<file path="config.mk">
export PLATFORM = sky130hd
export DESIGN_NAME = product_bcd_converter_flat
export DESIGN_NICKNAME = d
export VERILOG_FILES = /design/src/rtl/product_bcd_converter_pkg.sv /design/src/rtl/product_bcd_converter_if.sv /design/src/rtl/product_bcd_converter_add3.sv /design/src/rtl/product_bcd_converter.sv /design/src/flat_wrapper.sv
export SDC_FILE = /design/constraint.sdc
export NUM_CORES = 1
export LEC_CHECK = 0
export BUFFER_PORTS_ARGS = -buffer_cell sky130_fd_sc_hd__buf_4
export CORE_MARGIN = 8
export CORE_UTILIZATION = 40
export DETAILED_ROUTE_END_ITERATION = 6
export PLACE_DENSITY = 0.67
export SKIP_LAST_GASP = 1
export SLEW_MARGIN = 20
export SYNTH_ARGS = -nofsm -noshare
export SYNTH_HDL_FRONTEND = slang
export SYNTH_SLANG_ARGS = --single-unit
</file>
<file path="constraint.sdc">
create_clock -name clk -period 2.4 [get_ports clk]
set_input_delay 0.12 -clock clk [delete_from_list [all_inputs] [get_ports clk]]
set_output_delay 0.12 -clock clk [all_outputs]
set_load 0.03 [all_outputs]
</file>
<file path="src/rtl/product_bcd_converter_pkg.sv">
// -----------------------------------------------------------------------------
// product_bcd_pkg
// Shared definitions for the product_bcd_converter slice:
//   - state_e      : converter FSM states (IDLE / SHIFT / DONE)
//   - DIGIT_W      : width of one BCD digit
//   - ADD3_THRESH  : digit value at or above which double dabble adds 3
//   - DEF_DATA_W   : default binary input width
//   - DEF_DIGITS   : default number of BCD output digits
// -----------------------------------------------------------------------------
package product_bcd_pkg;

  localparam int          DIGIT_W     = 4;
  localparam logic [3:0]  ADD3_THRESH = 4'd5;
  localparam int          DEF_DATA_W  = 8;
  localparam int          DEF_DIGITS  = 3;

  typedef enum logic [1:0] {
    IDLE  = 2'd0,
    SHIFT = 2'd1,
    DONE  = 2'd2
  } state_e;

endpackage

</file>
<file path="src/rtl/product_bcd_converter_if.sv">
// -----------------------------------------------------------------------------
// product_bcd_converter_if
// Handshake bundle between the Multiplier side, the converter and the display
// stage.
//   son/in_valid/in_ready   : input handshake carrying the binary product
//   bcd/out_valid/out_ready : output handshake carrying packed BCD digits
//   blank                   : leading-zero mask (only with PRODUCT_BCD_BLANK_EN)
// Modports: master = producer/consumer side (testbench, neighbours),
//           slave  = the converter.
// -----------------------------------------------------------------------------
interface product_bcd_converter_if
  import product_bcd_pkg::*;
#(
  parameter int DATA_W = DEF_DATA_W,
  parameter int DIGITS = DEF_DIGITS
);

  logic [DATA_W-1:0]         son;
  logic                      in_valid;
  logic                      in_ready;
  logic                      out_valid;
  logic                      out_ready;
  logic [DIGIT_W*DIGITS-1:0] bcd;
`ifdef PRODUCT_BCD_BLANK_EN
  logic [DIGITS-1:0]         blank;

  modport master (output son, in_valid, out_ready,
                  input  in_ready, out_valid, bcd, blank);
  modport slave  (input  son, in_valid, out_ready,
                  output in_ready, out_valid, bcd, blank);
`else
  modport master (output son, in_valid, out_ready,
                  input  in_ready, out_valid, bcd);
  modport slave  (input  son, in_valid, out_ready,
                  output in_ready, out_valid, bcd);
`endif

endinterface

</file>
<file path="src/rtl/product_bcd_converter_add3.sv">
// -----------------------------------------------------------------------------
// bcd_add3
// Combinational double-dabble digit correction: a digit >= 5 gets +3 so that
// the following left shift carries correctly into the next decade.
//   din  : working BCD digit
//   dout : corrected digit
// -----------------------------------------------------------------------------
module bcd_add3
  import product_bcd_pkg::*;
(
  input  logic [DIGIT_W-1:0] din,
  output logic [DIGIT_W-1:0] dout
);

  // Conditional +3 correction
  always_comb begin
    dout = din;
    if (din >= ADD3_THRESH) begin
      dout = din + 4'd3;
    end else begin
      dout = din;
    end
  end

endmodule

</file>
<file path="src/rtl/product_bcd_converter.sv">
// -----------------------------------------------------------------------------
// product_bcd_converter
// Sequential binary-to-BCD converter (double dabble, one bit per clock).
// Accepts one unsigned product in IDLE, runs DATA_W shift iterations, then
// presents the digits in DONE until the consumer takes them.
// Ports:
//   clk  : rising-edge clock
//   rst  : asynchronous active-high reset
//   bus  : product_bcd_converter_if.slave (son/in_valid/in_ready,
//          bcd/out_valid/out_ready, blank)
// Optional feature: define PRODUCT_BCD_BLANK_EN to add the registered
// leading-zero mask `blank`.
// -----------------------------------------------------------------------------
module product_bcd_converter
  import product_bcd_pkg::*;
#(
  parameter int DATA_W = DEF_DATA_W,
  parameter int DIGITS = DEF_DIGITS
)(
  input  logic                    clk,
  input  logic                    rst,
  product_bcd_converter_if.slave  bus
);

  localparam int BCD_W = DIGIT_W * DIGITS;
  localparam int CNT_W = $clog2(DATA_W + 1);

  state_e                    state_r;
  state_e                    state_n;
  logic [DATA_W-1:0]         bin_r;
  logic [BCD_W-1:0]          bcd_work_r;
  logic [CNT_W-1:0]          cnt_r;
  logic [BCD_W-1:0]          bcd_out_r;
  logic                      in_ready_r;
  logic                      out_valid_r;
  logic                      in_ready_s;
  logic                      out_valid_s;
  logic [BCD_W-1:0]          corr_s;
  logic [BCD_W+DATA_W-1:0]   shift_s;
  logic                      last_iter_s;

  // Per-digit +3 correction of the working BCD register
  for (genvar g = 0; g < DIGITS; g++) begin : g_add3
    bcd_add3 u_add3 (
      .din  (bcd_work_r[g*DIGIT_W +: DIGIT_W]),
      .dout (corr_s[g*DIGIT_W +: DIGIT_W])
    );
  end

  // Corrected digits and remaining binary shifted left as one word
  always_comb begin
    shift_s     = {corr_s, bin_r} << 1;
    last_iter_s = (cnt_r == CNT_W'(DATA_W - 1));
  end

  // FSM state register
  always_ff @(posedge clk or posedge rst) begin
    if (rst) begin
      state_r <= IDLE;
    end else begin
      state_r <= state_n;
    end
  end

  // FSM next-state logic
  always_comb begin
    state_n = state_r;
    case (state_r)
      IDLE: begin
        if (bus.in_valid) state_n = SHIFT;
        else              state_n = IDLE;
      end
      SHIFT: begin
        if (last_iter_s) state_n = DONE;
        else             state_n = SHIFT;
      end
      DONE: begin
        if (bus.out_ready) state_n = IDLE;
        else               state_n = DONE;
      end
      default: state_n = IDLE;
    endcase
  end

  // FSM output decode; decoded from the next state so the flops below line up
  // with the state register
  always_comb begin
    in_ready_s  = (state_n == IDLE);
    out_valid_s = (state_n == DONE);
  end

  // Registered handshake outputs
  always_ff @(posedge clk or posedge rst) begin
    if (rst) begin
      in_ready_r  <= 1'b1;
      out_valid_r <= 1'b0;
    end else begin
      in_ready_r  <= in_ready_s;
      out_valid_r <= out_valid_s;
    end
  end

  // Working shift register and iteration counter
  always_ff @(posedge clk or posedge rst) begin
    if (rst) begin
      bin_r      <= '0;
      bcd_work_r <= '0;
      cnt_r      <= '0;
    end else begin
      case (state_r)
        IDLE: begin
          if (bus.in_valid) begin
            bin_r      <= bus.son;
            bcd_work_r <= '0;
            cnt_r      <= '0;
          end
        end
        SHIFT: begin
          {bcd_work_r, bin_r} <= shift_s;
          cnt_r               <= cnt_r + CNT_W'(1);
        end
        default: begin
          cnt_r <= cnt_r;
        end
      endcase
    end
  end

  // Output digit register: loaded only with a finished conversion
  always_ff @(posedge clk or posedge rst) begin
    if (rst) begin
      bcd_out_r <= '0;
    end else if ((state_r == SHIFT) && last_iter_s) begin
      bcd_out_r <= shift_s[DATA_W +: BCD_W];
    end
  end

`ifdef PRODUCT_BCD_BLANK_EN
  logic [DIGITS-1:0] blank_r;
  logic [DIGITS-1:0] blank_s;
  logic              zero_acc_s;

  // Leading-zero mask of the finished digits; ones digit is never blanked
  always_comb begin
    blank_s    = '0;
    zero_acc_s = 1'b1;
    for (int k = DIGITS - 1; k >= 1; k--) begin
      zero_acc_s = zero_acc_s & (shift_s[DATA_W + k*DIGIT_W +: DIGIT_W] == 4'd0);
      blank_s[k] = zero_acc_s;
    end
  end

  // Blank mask register, loaded on the same edge as the digits
  always_ff @(posedge clk or posedge rst) begin
    if (rst) begin
      blank_r <= {{(DIGITS-1){1'b1}}, 1'b0};
    end else if ((state_r == SHIFT) && last_iter_s) begin
      blank_r <= blank_s;
    end
  end

  assign bus.blank = blank_r;
`endif

  assign bus.in_ready  = in_ready_r;
  assign bus.out_valid = out_valid_r;
  assign bus.bcd       = bcd_out_r;

endmodule

</file>
<file path="src/flat_wrapper.sv">
// flat-port wrapper written by rule: the top's interface ports become plain ports
module product_bcd_converter_flat import product_bcd_pkg::*;
#(
  parameter int DATA_W = DEF_DATA_W,
  parameter int DIGITS = DEF_DIGITS
)
  (clk, rst, bus_son, bus_in_valid, bus_out_ready, bus_in_ready, bus_out_valid, bus_bcd);
  product_bcd_converter_if #(.DATA_W(DATA_W), .DIGITS(DIGITS)) bus_i ();
  input  logic clk;
  input  logic rst;
  input wire logic [$bits(bus_i.son)-1:0] bus_son;
  input wire logic [$bits(bus_i.in_valid)-1:0] bus_in_valid;
  input wire logic [$bits(bus_i.out_ready)-1:0] bus_out_ready;
  output wire logic [$bits(bus_i.in_ready)-1:0] bus_in_ready;
  output wire logic [$bits(bus_i.out_valid)-1:0] bus_out_valid;
  output wire logic [$bits(bus_i.bcd)-1:0] bus_bcd;
  assign bus_i.son = bus_son;
  assign bus_i.in_valid = bus_in_valid;
  assign bus_i.out_ready = bus_out_ready;
  assign bus_in_ready = bus_i.in_ready;
  assign bus_out_valid = bus_i.out_valid;
  assign bus_bcd = bus_i.bcd;
  product_bcd_converter #(.DATA_W(DATA_W), .DIGITS(DIGITS)) u_core (.clk(clk), .rst(rst), .bus(bus_i));
endmodule
</file>
# After elaboration in Yosys (flattened, before gate mapping)
# Index checks and enable logic that the tools add are counted.
[totals]
ramBits = 0
inputBits = 12
mem_count = 0
regBits = 40
latchBits = 0
out_inout_bits = 14
elab_cells = 37
rom_bits = 0
[classes]
mul = 0
reduce_logical = 5
eq_ne = 5
n_addsub = 4
muxes = 13
n_shift = 0
bitwise = 0
div_mod_pow = 0
n_lt_le_gt_ge = 3
[ops]
columns = ["operator", "count"]
rows = [
  ["12-bit case mux with 2 select lines", 1],
  ["8-bit case mux with 2 select lines", 1],
  ["4-bit by 3-bit >= comparator with 1-bit output, second input constant", 3],
  ["12-bit two-way mux", 1],
  ["4-bit two-way mux", 3],
  ["4-bit by 2-bit adder with 4-bit output, second input constant", 2],
  ["8-bit two-way mux", 1],
  ["4-bit case mux with 2 select lines", 1],
  ["2-bit case mux with 3 select lines", 1],
  ["4-bit by 1-bit adder with 4-bit output, second input constant", 1],
  ["2-bit equality test, second input constant", 2],
  ["4-bit by 3-bit equality test with 1-bit output, second input constant", 1],
  ["2-bit zero test", 2],
  ["2-bit two-way mux", 2],
  ["3-bit by 2-bit adder with 3-bit output, second input constant", 1],
  ["3-bit two-way mux", 1],
  ["2-bit by 1-bit equality test with 1-bit output, second input constant", 1],
  ["2-bit inequality test, second input constant", 1],
  ["2-bit AND reduction", 1],
  ["2-bit nonzero test", 1],
  ["1-bit logical AND", 1],
  ["1-bit two-way mux", 1],
]

# Longest topological paths before layout
# Gate-level depths: netlist of run 1.
[depth]
depth_word = 4
depth_mapped = 7
depth_no_buf = 6

# Hierarchy
# Synthesis of run 1 repeated with hierarchy kept, for this count alone.
[hier_totals]
cells_unflattened = 165
area_unflattened_um2 = 1918.1
[modules_own_cells]
columns = ["module", "area_per_inst_um2", "cells_each", "n_inst", "seq_area_each_um2"]
rows = [
  ["product_bcd_converter", 1614.0, 117, 1, 1002.2],
  ["bcd_add3", 101.3, 16, 3, 0.0],
]

# Worst setup path before layout of run 1
# No wires, ideal clock.
[synth_path]
path_type = "reg2reg"
from = "register u_core.state_r[1]"
to = "register u_core.bcd_out_r[0], in the netlist u_core.bus.bcd[0]"
arrival_ns = 1.419
n_path_buf = 1
t_required_ns = 2.275
path_stages_with_launch = 5
setup_time_ns = 0.125
period_less_slack_ns = 1.544
slack_ns = 0.856
path_cell_list = "dfrtp_1 -> nand2b_1 -> buf_6 -> nor3_4 -> mux2_2"
[synth_via]
elab_chain_len = 2
[synth_rtl]
columns = ["item", "line_no", "source"]
rows = [
  ["start, declared", "product_bcd_converter.sv:28", "state_e state_r;"],
  ["start signal, assigned", "product_bcd_converter.sv:61", "state_r <= state_n;"],
  ["2-bit by 1-bit equality test with 1-bit output", "product_bcd_converter.sv:133", "end else if ((state_r == SHIFT) && last_iter_s) begin"],
  ["1-bit logical AND", "product_bcd_converter.sv:133", ""],
  ["end signal, assigned", "product_bcd_converter.sv:134", "bcd_out_r <= shift_s[DATA_W +: BCD_W];"],
  ["end, declared", "product_bcd_converter.sv:33", "logic [BCD_W-1:0] bcd_out_r;"],
]
# Every way passes these cells.
# A chain may end at the register's enable or synchronous reset.

# Final worst setup path of run 1
[layout_path]
from = "register u_core.state_r[1]"
to = "register u_core.bcd_out_r[10], in the netlist u_core.bus.bcd[10]"
# The elaborated chain is that of the path after synthesis.

==> impl_results.md, run 1 <==
- Max layer used: met4
- Clock power share: 0.141
- Vias in the first global route: 1395
- Mean Syn Cell Area: 10.6 um2
- Sw Share: 0.414
- Worst EP arrival: 1.85 ns
- Most common cell after layout, fill and taps aside: dfrtp_1
- Gate power share: 0.486
- Fin nets: 232
- Status: finished, final reports clean
- Unique masters post-synth: 29
- CTS Buffer Depth: 2
- FF+latch count, synth: 40
- Most frequent cells in the layout: dfrtp_1, buf_4, o21ai_0, a21oi_1, nand2_1
- Drt total wl: 3770 um
- Via count: 1416
- Starting DRT DRC Count: 47
- Row cnt: 25
- Clock Skew: 0.00421 ns
- Tcrit/Tclk final: 0.698
- Die Y: 85.6 um
- CTS root buf: clkbuf_8
- Post-synth net total: 202
- Setup violators final: 0
- Seq pwr share: 0.373
- Initial Util: 0.413
- Int Pwr: 0.00190 W
- Area growth from synthesis to layout: 18.0%
- Largest net degree at the start of global routing: 41
- DR WL met3: 145 um
- GRT Util Overall: 0.112
- Worst slew pin tran: 0.741 ns
- RSZ-0062 raised after global routing: no
- Vias per Instance: 5.28
- Worst min path class: input pin to register
- Worst setup EP type: register
- M1 WL: 1810 um
- Number of buffers created by CTS: 5
- R2R setup slack: 0.72 ns
- IO Port Bufs: 25
- PD cells: 1420 nW/um2
- DRC Markers: 0
- Pleak: 1.08 nW
- First-pass GRT wire length: 6670 um
- Layout cell share with drive strength beyond 1: 0.234
- Detailed placer's ending HPWL: 2530 um
- Period minus WS final: 1.68 ns
- Die area: 7320 um2
- Peak VDD IR: 0.579 mV
- Routed Antenna Nets: 0
- Ports: 26
- Fmax: 0.597 GHz
- Rel. slew slack: 0.505
- Metal2 WL: 1770 um
- Later-pin clock latency in the skew report: 0.29 ns
- Chip Width: 85.6 um
- Clk slew on worst S/H paths: 0.07 ns
- WP data required: 2.57 ns
- Crit-path max FO: 8
- Drt first pass iters: 4
- Synth Instances: 183
- CORE AREA: 4690 um2
- Setup TNS: 0 ns
- CP startpoint kind: register
- Placer Congestion: 0.822
- P_sw: 0.00134 W
- Final Max Tran Viols: 0
- Total gr overflow: 0
- # clock sinks: 40
- Register area share after synthesis: 0.517
- Cell Area, Synth: 1940 um2
- H-tree level count: 2
- Max_cap viols: 0
- Syn. warnings: 0
- Post-DP Area: 2180 um2
- Antenna Cells: 0
- Endpoints failing hold: 0
- Crit Path Category: register to register
- Initial antenna violation count: 0
- DR WL/cell: 14.1 um
- Design area: 2280 um2
- CTS tree: built
[Yosys cell counts]
cell type / count / area (um2)
buf_1: 1 / 3.75
nand2b_1: 4 / 25.0
dfrtp_1: 39 / 976
o31ai_1: 1 / 7.51
clkbuf_1: 3 / 11.3
nand2_1: 10 / 37.5
mux2_2: 7 / 78.8
clkbuf_2: 1 / 5.00
nor3_1: 4 / 20.0
xnor2_1: 3 / 26.3
a21o_1: 3 / 22.5
mux2i_1: 3 / 30.0
a22o_1: 9 / 78.8
a21oi_1: 19 / 95.1
nor3_4: 1 / 16.3
and3b_1: 1 / 8.76
o21ai_0: 19 / 95.1
dfstp_2: 1 / 26.3
inv_1: 7 / 26.3
nand3_1: 4 / 20.0
a22oi_1: 6 / 45.0
nor2_1: 8 / 30.0
ha_1: 7 / 87.6
a21oi_2: 3 / 26.3
nor3b_1: 5 / 37.5
buf_6: 2 / 22.5
o21bai_2: 1 / 11.3
buf_2: 2 / 10.0
nor2b_1: 9 / 56.3
[stage by stage]
step	hold slack, ns	util	cells	power, W	setup WS (ns)
after floorplan	0.262	-	183	0.00238	0.856
after global placement	0.280	0.466	259	0.00277	0.770
after detailed placement	0.286	0.466	259	0.00281	0.718
after CTS	0.0578	0.487	268	0.00328	0.702
after global routing	0.0687	0.487	268	0.00352	0.608
final	0.0686	0.487	268	0.00325	0.725
[state kept, by name (all words and copies together) (netlist names)]
| name | count |
|---|---|
| u_core.bcd_work_r | 12 |
| u_core.bin_r | 8 |
| u_core.bus.bcd | 12 |
| u_core.bus.in_ready | 1 |
| u_core.bus.out_valid | 1 |
| u_core.cnt_r | 4 |
| u_core.state_r | 2 |
[worst max-delay path, stage by stage (launching register included)]
cell and delay, ns:
dfrtp_1 0.38, nand2b_1 0.29, nor3_4 0.32, buf_4 0.22, mux2_2 0.34
[power groups by stage]
stage,registers (W),clock network (W),logic [W]
after CTS,0.00121,0.000475,0.00160
after global placement,0.00121,0,0.00156
after global routing,0.00126,0.000504,0.00176
final,0.00121,0.000457,0.00158
after detailed placement,0.00122,0,0.00159
after floorplan,0.00138,0,0.000997
[path summary, 6_finish.rpt]
kind | to | depth (start not counted) | from
min reg2reg | u_core.bus.bcd[9] | 1 | u_core.bus.bcd[9]
max reg2reg | u_core.bus.bcd[10] | 4 | u_core.state_r[1]
min | u_core.bus.in_ready | 2 | bus_in_valid
min in group asynchronous | u_core.bus.bcd[3] | 4 | rst
max | u_core.bus.bcd[10] | 4 | u_core.state_r[1]
max in group asynchronous | u_core.bus.in_ready | 4 | rst
[timing repair]
action / 4_1_cts / 5_1_grt
gates resized for setup: 0 / 0
endpoints found under the hold margin: 39 / 0
hold buffers: 1 / 0
buffers inserted: 0 / 0
[cells by family after synthesis]
group / synth area share
muxes: 0.0562
buffers and inverters: 0.0407
and+or+nand+nor: 0.130
adders and majority gates: 0.0452
DFF: 0.517
xor gates and xnor gates: 0.0136
AOI/OAI and AO/OA: 0.197
[final cells by class]
cell class | instances | area, um2
clock buffer | 8 | 90.1
fill | 437 | 2410
inverter | 7 | 26.3
multi-input combinational | 127 | 856
sequential | 40 | 1000
tap | 54 | 67.6
timing repair buffer | 32 | 243
[per-layer routing]
| layer | vias to the layer above | global-route usage |
|---|---|---|
| li1 | 705 | - |
| met1 | 686 | 0.137 |
| met2 | 20 | 0.177 |
| met3 | 5 | 0.0372 |
| met4 | 0 | 0.0478 |
| met5 | - | 0 |
Power figures use the tool's default switching activity.
==> inputs of run 2 (changes only) <==
Settings changed: PLACE_DENSITY 0.67 to 0.69.
Clock period 2.4 ns to 1.45 ns, I/O delays scaled along.
==> impl_results.md, run 2 (synthesized netlist as in run 1, its figures left out) <==
- Total gr overflow: 0
- Initial Util: 0.413
- Crit-path max FO: 5
- Crit Path Category: register to register
- RSZ-0062 raised after global routing: yes
- Drt first pass iters: 4
- Status: finished with violations
- Worst EP arrival: 1.65 ns
- CP max stage cell: dfrtp_1
- Sw Share: 0.403
- Fin cells: 292
- Endpoints failing hold: 0
- Layout fillers: 412
- Die area: 7320 um2
- Worst slew pin tran: 0.497 ns
- DR WL/cell: 14.7 um
- Clock Skew: 0.00732 ns
- Placer Congestion: 0.737
- Layout cell share with drive strength beyond 1: 0.429
- CTS root buf: clkbuf_8
- First-pass GRT wire length: 7010 um
- Fin nets: 256
- Slowest stage delay, CP: 0.41 ns
- Detailed placer's ending HPWL: 2740 um
- IO Port Bufs: 25
- CTS Buffer Depth: 2
- WP data required: 1.63 ns
- P_sw: 0.00263 W
- Number of buffers created by CTS: 5
- Later-pin clock latency in the skew report: 0.29 ns
- Int Pwr: 0.00390 W
- Worst min path class: input pin to register
- Final Max Tran Viols: 0
- Placed cells: 276
- Vias in the first global route: 1528
- Peak VDD IR: 1.06 mV
- Row cnt: 25
- H-tree level count: 2
- Most common cell after layout, fill and taps aside: buf_4
- CORE AREA: 4690 um2
- # clock sinks: 40
- Fmax: 0.678 GHz
- Setup TNS: -0.123 ns
- Worst Path Buf+Inv: 1
- Failing checks: negative setup slack
- CTS tree: built
- CP startpoint kind: register
- Antenna Cells: 0
- Ports: 26
- Routed Antenna Nets: 0
- Post-route worst setup slack: -0.0244 ns
- Tcrit/Tclk final: 1.02
- Drt total wl: 4290 um
- Area growth from synthesis to layout: 38.0%
- Rel. slew slack: 0.668
- Die Y: 85.6 um
- Starting DRT DRC Count: 63
- Pleak: 1.25 nW
- Clk slew on worst S/H paths: 0.08 ns
- Gate power share: 0.541
- Top Family by Delay on Critical Path: flip-flops
- Via count: 1568
- Period minus WS final: 1.47 ns
- Setup violators final: 7
- Initial antenna violation count: 0
- Clock power share: 0.140
- PD cells: 2440 nW/um2
- Max_cap viols: 0
- Largest net degree at the start of global routing: 41
- Worst setup EP type: register
- Seq pwr share: 0.319
- DRC Markers: 0
- Vias per Instance: 5.37
- Most frequent cells in the layout: buf_4, dfrtp_1, o21ai_0
- Cell Chain, Critical Path: ha_4, nand2_4, nor3_4, buf_6, mux2_4
- Chip Width: 85.6 um
- GRT Util Overall: 0.117
## run 2: layout make-up
type                            count  area, um2  share of cell area
Inverter                            7       26.3             0.00983
Tap cell                           54       67.6              0.0253
Clock buffer                        5       68.8              0.0257
Timing Repair Buffer               56        434               0.162
Sequential cell                    40       1000               0.376
Clock inverter                      3       42.5              0.0159
Multi-Input combinational cell    127       1030               0.385
## run 2: stage by stage
| stage | instance area, um2 | utilization | power (W) | worst slack (ns) | hold WS, ns |
|---|---|---|---|---|---|
| floorplan | 1950 | - | 0.00398 | -0.0480 | 0.215 |
| global placement | 2330 | 0.496 | 0.00490 | -0.0372 | 0.238 |
| detailed placement | 2330 | 0.496 | 0.00498 | -0.0588 | 0.238 |
| CTS | 2490 | 0.532 | 0.00602 | 0.00189 | 0.0281 |
| global route | 2670 | 0.570 | 0.00700 | -0.107 | 0.0375 |
| finish | 2670 | 0.570 | 0.00653 | -0.0244 | 0.0392 |
## run 2: repair_timing
action                                  4_1_cts  5_1_grt
setup buffers                                 1        6
pin swaps                                     4        9
hold buffers                                  1        0
endpoints found under the hold margin        39        0
endpoints found under the setup margin       13       16
gates resized for setup                       8       32
## run 2: metal layers
layer / global-route usage / vias to the layer above / wire length (um)
met2: 0.191 / 30 / 2120
met1: 0.143 / 777 / 1930
met5: 0 / - / 0
li1: - / 757 / -
met3: 0.0363 / 4 / 194
met4: 0.0382 / 0 / 40
## run 2: final timing paths
path	startpoint	to	slack (ns)	cells past startpoint
setup reg to reg	u_core.cnt_r[1]	u_core.bus.bcd[1]	-0.02	5
max in group asynchronous	rst	u_core.state_r[0]	0.62	4
setup / recovery	u_core.cnt_r[1]	u_core.bus.bcd[1]	-0.02	5
hold / removal	bus_in_valid	u_core.bus.in_ready	0.04	2
hold reg to reg	u_core.bus.bcd[10]	u_core.bus.bcd[10]	0.52	1
min in group asynchronous	rst	u_core.bus.bcd[11]	0.46	4
## run 2: power groups by stage
stage,registers [W],logic [W],clock network [W]
finish,0.00208,0.00353,0.000914
global route,0.00215,0.00386,0.000996
global placement,0.00199,0.00291,0
CTS,0.00202,0.00305,0.000946
floorplan,0.00230,0.00169,0
detailed placement,0.00200,0.00298,0
==> inputs of run 3 (changes only) <==
Settings changed: PLACE_DENSITY 0.69 to 0.67.
Clock period 1.45 ns to 1.36 ns, I/O delays scaled along.
==> impl_results.md, run 3 (synthesized netlist as in run 1, its figures left out) <==
- Initial antenna violation count: 0
- Antenna Cells: 0
- Area growth from synthesis to layout: 47.0%
- Metal2 WL: 2240 um
- Clock power share: 0.130
- Tcrit/Tclk final: 1.08
- CP startpoint kind: register
- DR WL met3: 170 um
- Seq pwr share: 0.301
- Max_cap viols: 0
- CTS Buffer Depth: 2
- Die Y: 85.6 um
- Detailed placer's ending HPWL: 2760 um
- Int Pwr: 0.00446 W
- Drt total wl: 4530 um
- Placer Congestion: 0.754
- Gate power share: 0.569
- CORE AREA: 4690 um2
- Pleak: 1.31 nW
- Peak VDD IR: 0.818 mV
- Post-route worst setup slack: -0.104 ns
- Via count: 1570
- Cell Chain, Critical Path: inv_2, ha_4, nand2b_4, a21oi_4, xnor2_2, mux2_2
- Ports: 26
- Most frequent cells in the layout: buf_4, dfrtp_1, a21oi_1, o21ai_0
- Chip Width: 85.6 um
- Starting DRT DRC Count: 57
- Crit-path max FO: 3
- Layout cell share with drive strength beyond 1: 0.500
- CTS tree: built
- Fmax: 0.683 GHz
- Die area: 7320 um2
- Later-pin clock latency in the skew report: 0.30 ns
- Worst Path Buf+Inv: 1
- Fin nets: 266
- Largest net degree at the start of global routing: 41
- Worst EP arrival: 1.64 ns
- Worst setup EP type: register
- # clock sinks: 40
- First-pass GRT wire length: 7510 um
- M1 WL: 2040 um
- DR WL/cell: 15.0 um
- Status: finished with violations
- Clock Skew: 0.00941 ns
- R2R cell count: 6
- Failing checks: negative setup slack
- Max layer used: met4
- Vias per Instance: 5.20
- Clk slew on worst S/H paths: 0.08 ns
- P_sw: 0.00299 W
- Setup violators final: 13
- Final Max Tran Viols: 0
- Final core occ: 0.607
- Initial Util: 0.413
- Hold path cells: 3
- Period minus WS final: 1.46 ns
- Crit Path Category: register to register
- RR Startpoint: u_core.bcd_work_r[9]
- Slowest stage delay, CP: 0.38 ns
- Hold path start: bus_out_ready
- CTS root buf: clkbuf_8
- Worst r2r dst: u_core.bus.bcd[9]
- Drt first pass iters: 4
- Routed Antenna Nets: 0
- Worst slew pin tran: 0.458 ns
- Layout fillers: 407
- Number of buffers created by CTS: 5
- Endpoints failing hold: 0
- CP max stage cell: dfrtp_1
- DRC Markers: 0
- GRT Util Overall: 0.128
- Hold endpoint: u_core.bus.in_ready
- R2R setup slack: -0.10 ns
- WP data required: 1.54 ns
- Sw Share: 0.401
- Vias in the first global route: 1602
- H-tree level count: 2
- Worst min path class: input pin to register
- PD cells: 2610 nW/um2
- Total gr overflow: 0
- Rel. slew slack: 0.694
- WHS: 0.0182 ns
- Row cnt: 25
- Top Family by Delay on Critical Path: flip-flops
- IO Port Bufs: 25
- Fin cells: 302
- RSZ-0062 raised after global routing: yes
- Most common cell after layout, fill and taps aside: buf_4
- Placed cells: 282
-- run 3: area by class of cell --
type	count	area (um2)	area share
clock buffers	5	68.8	0.0242
clock inverters	3	42.5	0.0149
inverters	7	26.3	0.00923
multi-input cells	127	1100	0.387
flip-flops and latches	40	1010	0.353
well taps	54	67.6	0.0237
repair buffers	66	534	0.188
-- run 3: power by group through the flow --
| stage | Combinational [W] | Sequential [W] | Clock (W) |
|---|---|---|---|
| floorplan | 0.00190 | 0.00248 | 0 |
| global placement | 0.00332 | 0.00215 | 0 |
| detailed placement | 0.00339 | 0.00216 | 0 |
| CTS | 0.00384 | 0.00218 | 0.00101 |
| global route | 0.00466 | 0.00231 | 0.00105 |
| finish | 0.00424 | 0.00224 | 0.000969 |
-- run 3: per-stage QoR --
step | setup slack [ns] | instance area [um2] | setup TNS (ns) | total power (W)
6_report | -0.104 | 2850 | -0.541 | 0.00745
5_1_grt | -0.157 | 2850 | -1.68 | 0.00803
4_1_cts | -0.0420 | 2720 | -0.261 | 0.00703
3_5_place_dp | -0.122 | 2440 | -1.32 | 0.00555
3_3_place_gp | -0.0939 | 2440 | -1.04 | 0.00547
2_1_floorplan | -0.138 | 1990 | -1.27 | 0.00438
-- run 3: worst reg2reg max path: cells and delay by family, from the launching register on --
kind / cells / cell delay [ns]
AO/OA/AOI/OAI: 1 / 0.22
XOR/XNOR: 1 / 0.10
adder cells (fa/ha/maj): 1 / 0.16
buffers and inverters: 1 / 0.08
flip-flops: 1 / 0.38
multiplexers: 1 / 0.26
AND/OR/NAND/NOR: 1 / 0.14
-- run 3: timing repair --
| action | 4_1_cts | 5_1_grt |
|---|---|---|
| setup endpoints to repair | 26 | 31 |
| gates resized for setup | 24 | 25 |
| hold buffers | 1 | 0 |
| buffers inserted | 6 | 6 |
| pin swaps | 5 | 5 |
| hold endpoints to repair | 39 | 0 |
-- run 3: worst max path at each step --
stage | from | to | slack [ns] | cells after the start
finish | u_core.bcd_work_r[9] | u_core.bus.bcd[9] | -0.10 | 6
global route | u_core.bcd_work_r[9] | u_core.bus.bcd[9] | -0.16 | 6
CTS | u_core.cnt_r[0] | u_core.bus.bcd[1] | -0.04 | 5
detailed placement | u_core.cnt_r[0] | u_core.bus.bcd[2] | -0.12 | 5
global placement | u_core.cnt_r[0] | u_core.bus.bcd[9] | -0.09 | 5
floorplan | u_core.state_r[1] | u_core.bus.bcd[0] | -0.14 | 4
-- run 3: metal layers --
metal / track usage / up-vias
met5: 0 / -
li1: - / 771
met2: 0.205 / 27
met3: 0.0353 / 9
met4: 0.0430 / 0
met1: 0.160 / 763
